===== config.mk =====
export PLATFORM = sky130hd
export DESIGN_NAME = freq_gate_counter
export DESIGN_NICKNAME = d
export VERILOG_FILES = /design/src/rtl/freq_gate_counter.sv
export SDC_FILE = /design/constraint.sdc
export NUM_CORES = 1
export LEC_CHECK = 0
export BUFFER_PORTS_ARGS = -buffer_cell sky130_fd_sc_hd__buf_2
export CAP_MARGIN = 25
export CORE_MARGIN = 5
export CORE_UTILIZATION = 50
export DETAILED_ROUTE_END_ITERATION = 8
export HOLD_SLACK_MARGIN = 0.15
export PLACE_DENSITY = 0.76
export SKIP_LAST_GASP = 1
export SYNTH_ARGS = -nofsm -noshare
export SYNTH_HDL_FRONTEND = slang
export SYNTH_SLANG_ARGS = --single-unit

===== constraint.sdc =====
create_clock -name clk_in -period 2.74 [get_ports clk_in]
set_input_delay 0.274 -clock clk_in [delete_from_list [all_inputs] [get_ports clk_in]]
set_output_delay 0.274 -clock clk_in [all_outputs]
set_load 0.05 [all_outputs]

===== src/rtl/freq_gate_counter.sv =====
`default_nettype none
// ============================================================================
// freq_gate_counter: counts sig_in rising edges during each gate-high window.
// Revision: 1.0
// ============================================================================
module freq_gate_counter #(
  parameter int CNT_W       = 32,
  parameter int SYNC_STAGES = 2
) (
  input  logic             clk_in,
  input  logic             rst_n,
  input  logic             en,
  input  logic             gate_in,
  input  logic             sig_in,
  output logic [CNT_W-1:0] count_out,
  output logic             count_valid,
  output logic             overflow,
  output logic             busy
);

  typedef enum logic [1:0] {
    IDLE  = 2'd0,
    ARMED = 2'd1,
    COUNT = 2'd2
  } state_t;

  state_t                 state;
  logic [SYNC_STAGES-1:0] gate_sync;
  logic [SYNC_STAGES-1:0] sig_sync;
  logic                   gate_prev;
  logic                   sig_prev;
  logic [SYNC_STAGES:0]   fill;
  logic [CNT_W-1:0]       counter;
  logic                   ovf;

  logic gate_s;
  logic sig_s;
  logic gate_rise;
  logic gate_fall;
  logic sig_rise;
  logic primed;

  assign gate_s    = gate_sync[SYNC_STAGES-1];
  assign sig_s     = sig_sync[SYNC_STAGES-1];
  assign gate_rise = gate_s & ~gate_prev;
  assign gate_fall = ~gate_s & gate_prev;
  assign sig_rise  = sig_s & ~sig_prev;
  // The synchroniser powers up at 0; only trust its gate level once it has
  // been refilled from the pin, so a high gate at reset release is not armed.
  assign primed    = fill[SYNC_STAGES];

  always_ff @(posedge clk_in or negedge rst_n) begin
    if (!rst_n) begin
      gate_sync <= '0;
      sig_sync  <= '0;
      gate_prev <= 1'b0;
      sig_prev  <= 1'b0;
      fill      <= '0;
    end else begin
      gate_sync <= {gate_sync[SYNC_STAGES-2:0], gate_in};
      sig_sync  <= {sig_sync[SYNC_STAGES-2:0], sig_in};
      gate_prev <= gate_s;
      sig_prev  <= sig_s;
      fill      <= {fill[SYNC_STAGES-1:0], 1'b1};
    end
  end

  always_ff @(posedge clk_in or negedge rst_n) begin
    if (!rst_n) begin
      state       <= IDLE;
      counter     <= '0;
      ovf         <= 1'b0;
      count_out   <= '0;
      count_valid <= 1'b0;
      overflow    <= 1'b0;
      busy        <= 1'b0;
    end else begin
      count_valid <= 1'b0;
      if (!en) begin
        state   <= IDLE;
        counter <= '0;
        ovf     <= 1'b0;
        busy    <= 1'b0;
      end else begin
        case (state)
          IDLE: begin
            if (primed && !gate_s) state <= ARMED;
          end
          ARMED: begin
            if (gate_rise) begin
              counter <= CNT_W'(sig_rise);
              ovf     <= 1'b0;
              busy    <= 1'b1;
              state   <= COUNT;
            end
          end
          COUNT: begin
            // Gate fall closes the window; a coincident sig rise is outside it.
            if (gate_fall) begin
              count_out   <= counter;
              overflow    <= ovf;
              count_valid <= 1'b1;
              busy        <= 1'b0;
              state       <= ARMED;
            end else if (sig_rise) begin
              if (&counter) ovf <= 1'b1;
              else          counter <= counter + CNT_W'(1);
            end
          end
          default: begin
            state <= IDLE;
            busy  <= 1'b0;
          end
        endcase
      end
    end
  end

endmodule
`default_nettype wire


# Word-level counts from Yosys, hierarchy flattened
# Cells that the tools add are included.
# totals
reg_bits	79
word_cells	63
# classes
addsub	1
n_eq_ne	11
n_mux	24
bitwise_logic	6
reduce_logical	9
# op_table
cell	n
32-bit 2-to-1 mux	5
32-bit case mux with 2 select lines	1
32-bit by 1-bit adder with 32-bit output (second input constant)	1
32-bit AND reduction	1
3-bit inequality test (second input constant)	7
1-bit 2-to-1 mux	11
5-bit AND reduction	2
3-bit AND reduction	3
2-bit 2-to-1 mux	4
2-bit case mux with 3 select lines	1
1-bit bitwise AND	3
3-bit by 1-bit inequality test with 1-bit output (second input constant)	1
1-bit NOT	3
1-bit case mux with 3 select lines	1
2-bit by 1-bit equality test with 1-bit output (second input constant)	1
2-bit equality test (second input constant)	1
2-bit zero test	1
2-bit inequality test (second input constant)	1
1-bit case mux with 2 select lines	1
1-bit logical AND	1
1-bit zero test	1

# Logic depth before layout (Yosys ltp)
# depth
depth_word	6
mapped_depth	8
ltp_nobuf	6

# Least setup slack after synthesis
# No wires, ideal clock.
# synth_path
path_kind	flip-flop to flip-flop
from	register counter[0]
to	register counter[28]
setup_time_ps	130
t_arrival_ps	1863
required_time_ps	2610
path_slack_ps	747
stages_incl_launch_ff	9
path_buffers	2
cell_sequence	dfrtp_1 -> ha_1 -> nand3_2 -> nor4_1 -> nand3_2 -> buf_2 -> buf_2 -> a31oi_1 -> a31oi_1
# synth_via
elab_chain_cells	6
# synth_rtl
element	line_no	text
start: declaration	33	logic [CNT_W-1:0] counter;
start signal: assignment	91	counter <= CNT_W'(sig_rise);
start signal: assignment	107	else counter <= counter + CNT_W'(1);
32-bit by 1-bit adder with 32-bit output	107	
32-bit 2-to-1 mux	106	if (&counter) ovf <= 1'b1;
32-bit 2-to-1 mux	105	end else if (sig_rise) begin
32-bit 2-to-1 mux	99	if (gate_fall) begin
32-bit case mux with 2 select lines	85	case (state)
32-bit 2-to-1 mux	79	if (!en) begin
# Several ways; a longest one is shown, not always the timed one. The select of a mux whose other input is x is not followed.
# A chain may end at the register's enable or synchronous reset.

# Worst setup path after layout
# layout_path
from	register counter[0]
to	register counter[15]
# The elaborated chain is that of the path after synthesis.

==> key figures <==
STA
  – Measured slew at the worst slew-check pin: 0.699 ns
  – Fmax achieved: 0.420 GHz
  – Worst hold slack: 0.193 ns
  – Final setup viols: 0
  – Worst rel slew slack: 53.2%
  – Total negative slack: 0 ns
  – Slew Viols, Final: 0
  – Crit path time final: 2.38 ns
  – RSZ-0062 raised after global routing: false
  – Final Cycle Share: 87.0%
  – Final clock skew: 0.0109 ns
  – Fin. Hold Viols: 0

Global route
  – Total Routing Usage GR: 19.4%
  – Grt total ovfl: 0
  – First-pass GRT wire length: 14000 um
  – Initial antenna violation count: 0
  – Largest net degree at the start of global routing: 80
  – Vias in the first global route: 2971

Drt
  – WL per Instance: 17.1 um
  – Routed vias: 2978
  – WL final: 8380 um
  – DR vias/cell: 6.07
  – First-pass DRT Iterations: 5
  – DRC errors left: 0
  – DRT iter0 DRCs: 167
  – Antenna Nets Post-Route: 0

Synth
  – FFs w/ async S/R, synth: 100%
  – Average cell area after synthesis: 11.1 sq um
  – Synthesized net count: 343
  – Complex-gate fraction of the synthesized area: 13.1%
  – Main synth FF type: dfrtp_1
  – Post-synthesis adder-cell area fraction: 0.334%
  – Synth top area cells: dfrtp_1, mux2_2, a31oi_1
  – Synth top area share: 52.8%
  – Post-synthesis xor/xnor area fraction: 0%
  – Synthesized flop and latch total: 79
  – Mux contribution to synthesized area: 10.5%
  – Yosys top cell by area: dfrtp_1
  – Ys Warns: 0
  – Register area share after synthesis: 52.8%
  – Mapped cell area: 0.00374 sq mm
  – Cell variety after synth: 47
  – Mapped Cells: 337
  – Area share of and/or/nand/nor cells after synthesis: 20.1%
  – Number of synthesized flops with an enable pin: 0
  – Largest family of logic cells by synthesized area: simple AND/OR/NAND/NOR gates

Worst setup path
  – Worst EP required: 2.99 ns
  – Crit Path Max Fanout: 9
  – CP arrival: 2.63 ns
  – Worst setup path end: counter[15]$_DFFE_PN0P_
  – R2R Path Start: counter[0]$_DFFE_PN0P_
  – CP Depth: 7
  – Crit-path max cell delay: 0.54 ns
  – Crit. End Element: flop
  – Startpoint types: flop
  – Slowest cell on the critical path: and4_1
  – Worst R2R End: counter[15]$_DFFE_PN0P_
  – Crit-path cells: ha_1 > nand3_2 > nor4_1 > and4_1 > buf_4 > o31ai_1 > o31ai_1
  – Critical path class: flop to flop
  – Family with the most delay on the worst path: simple AND/OR/NAND/NOR gates
  – Worst reg-to-reg path cell count: 7
  – Critical path launch point: counter[0]$_DFFE_PN0P_
  – CP most frequent cell: o31ai_1
  – R2R setup slack: 0.36 ns
  – Crit path buf inv count: 1

Finish
  – Most frequent cells in the layout: dfrtp_1, buf_2, mux2_2, a31oi_1, nand2_1
  – Layout cells sized above 1: 30.9%
  – NumNets Final: 393
  – Final instance area: 0.00436 sq mm
  – Fillers: 644
  – Fin util: 59.8%
  – Antenna diode count: 0
  – Commonest non-fill, non-tap cell in the layout: dfrtp_1
  – Area grow syn2layout: 16.5%

Worst hold path
  – Tightest Hold Check Type: input pin to flop
  – Worst hold stages: 2

Floorplan
  – Row cnt: 31
  – Die area: 0.00932 sq mm
  – Core area: 0.00729 sq mm
  – Initial core utilization: 51.4%
  – Die width: 96.5 um
  – DIE HEIGHT: 96.5 um
  – Io pins: 40

Job
  – Max-Cap Viols: 0

Clock network
  – Worst-Skew Late Latency: 0.35 ns
  – Resized cells post-CTS: 0
  – Root Driver: clkbuf_8
  – CTS Buffer Depth: 2
  – H-tree depth: 3
  – CTS Hold Bufs: 3
  – CTS tree: yes
  – CTS clk-pin slew, worst paths: 0.08 ns
  – Post-CTS setup buffer count: 0
  – Sink Count: 79
  – Cts bufs inserted: 9

Place
  – Cell Area, Placed: 0.00407 sq mm
  – Post-DP HPWL: 5570 um
  – Port Buffers: 39
  – RD Place Congestion: 0.924

Status
  – Status: completed

Power and ir drop
  – Max rail drop VDD: 0.334 mV
  – Total leakage power: 0.00207 uW
  – Pwr Density: 523 mW/mm^2
-- state kept, by name, summed over array words and instances (netlist names) --
register	flops
gate_sync	2
overflow	1
ovf	1
busy	1
count_out	32
sig_sync	2
fill	3
sig_prev	1
counter	32
count_valid	1
state	2
gate_prev	1
-- layout make-up --
type	instances	area, sq um	area share [%]
Sequential cell	79	1980	45.3
Multi-Input combinational cell	236	1650	37.9
Timing Repair Buffer	57	353	8.08
Clock buffer	12	165	3.78
Tap cell	99	124	2.84
Clock inverter	4	76.3	1.75
Inverter	4	15.0	0.344
-- cell usage after synthesis, types with 2 or more instances --
cell type / number
o21ai_0: 10
clkbuf_1: 4
a31oi_1: 29
or3b_2: 4
mux2_2: 33
nor2b_1: 2
nand4_1: 13
and4_1: 5
and3_1: 8
buf_2: 9
nand3_2: 5
nand3b_1: 2
a21oi_1: 7
nor2_1: 14
or3_1: 3
nand2_1: 22
buf_6: 2
inv_1: 4
buf_4: 2
and2_1: 5
nand2b_1: 3
nor3_1: 3
mux2i_1: 2
o31ai_1: 18
nand3_1: 19
or4b_1: 2
or2_2: 3
a41oi_1: 3
o41ai_1: 2
dfrtp_1: 79
nor4_1: 4
-- where the power goes --
part,switching (uW),total [uW],internal (uW),leakage (uW)
Sequential,7.97,1180,1180,0.00108
Combinational,59.6,86.6,27.0,0.000868
Clock,424,1010,589,0.000119
-- per-stage QoR --
stage / instances / worst slack [ns] / power (uW)
finish: 491 / 0.357 / 2280
global route: 491 / 0.256 / 2360
CTS: 490 / 0.385 / 2300
detailed placement: 471 / 0.374 / 1290
global placement: 471 / 0.524 / 1280
floorplan: 337 / 0.747 / 1250
-- worst min path at each step --
stage | from | to | slack [ns]
floorplan | rst_n | busy$_DFFE_PN0P_ | -0.02
global placement | gate_sync[0]$_DFF_PN0_ | gate_sync[1]$_DFF_PN0_ | 0.33
detailed placement | sig_sync[0]$_DFF_PN0_ | sig_sync[1]$_DFF_PN0_ | 0.34
CTS | en | busy$_DFFE_PN0P_ | 0.19
global route | en | busy$_DFFE_PN0P_ | 0.22
finish | en | busy$_DFFE_PN0P_ | 0.19
-- kinds of logic (layout without fill, tap and decap cells) --
logic type,after synthesis,count (layout)
AND/OR/NAND/NOR,125,125
flip-flops,79,79
AO/OA/AOI/OAI,74,74
multiplexers,35,35
buffers and inverters,22,77
adder cells (fa/ha/maj),1,1
other,1,1
-- routing by layer --
layer / global-route usage, % / part of all wire, % / vias to the layer above
met2: 31.4 / 48 / 135
li1: - / - / 1382
met1: 25.5 / 44 / 1444
met3: 3.25 / 6.3 / 17
met5: 0 / 0 / -
met4: 8.88 / 1.9 / 0
No activity file was read; power rests on OpenSTA's default activity.
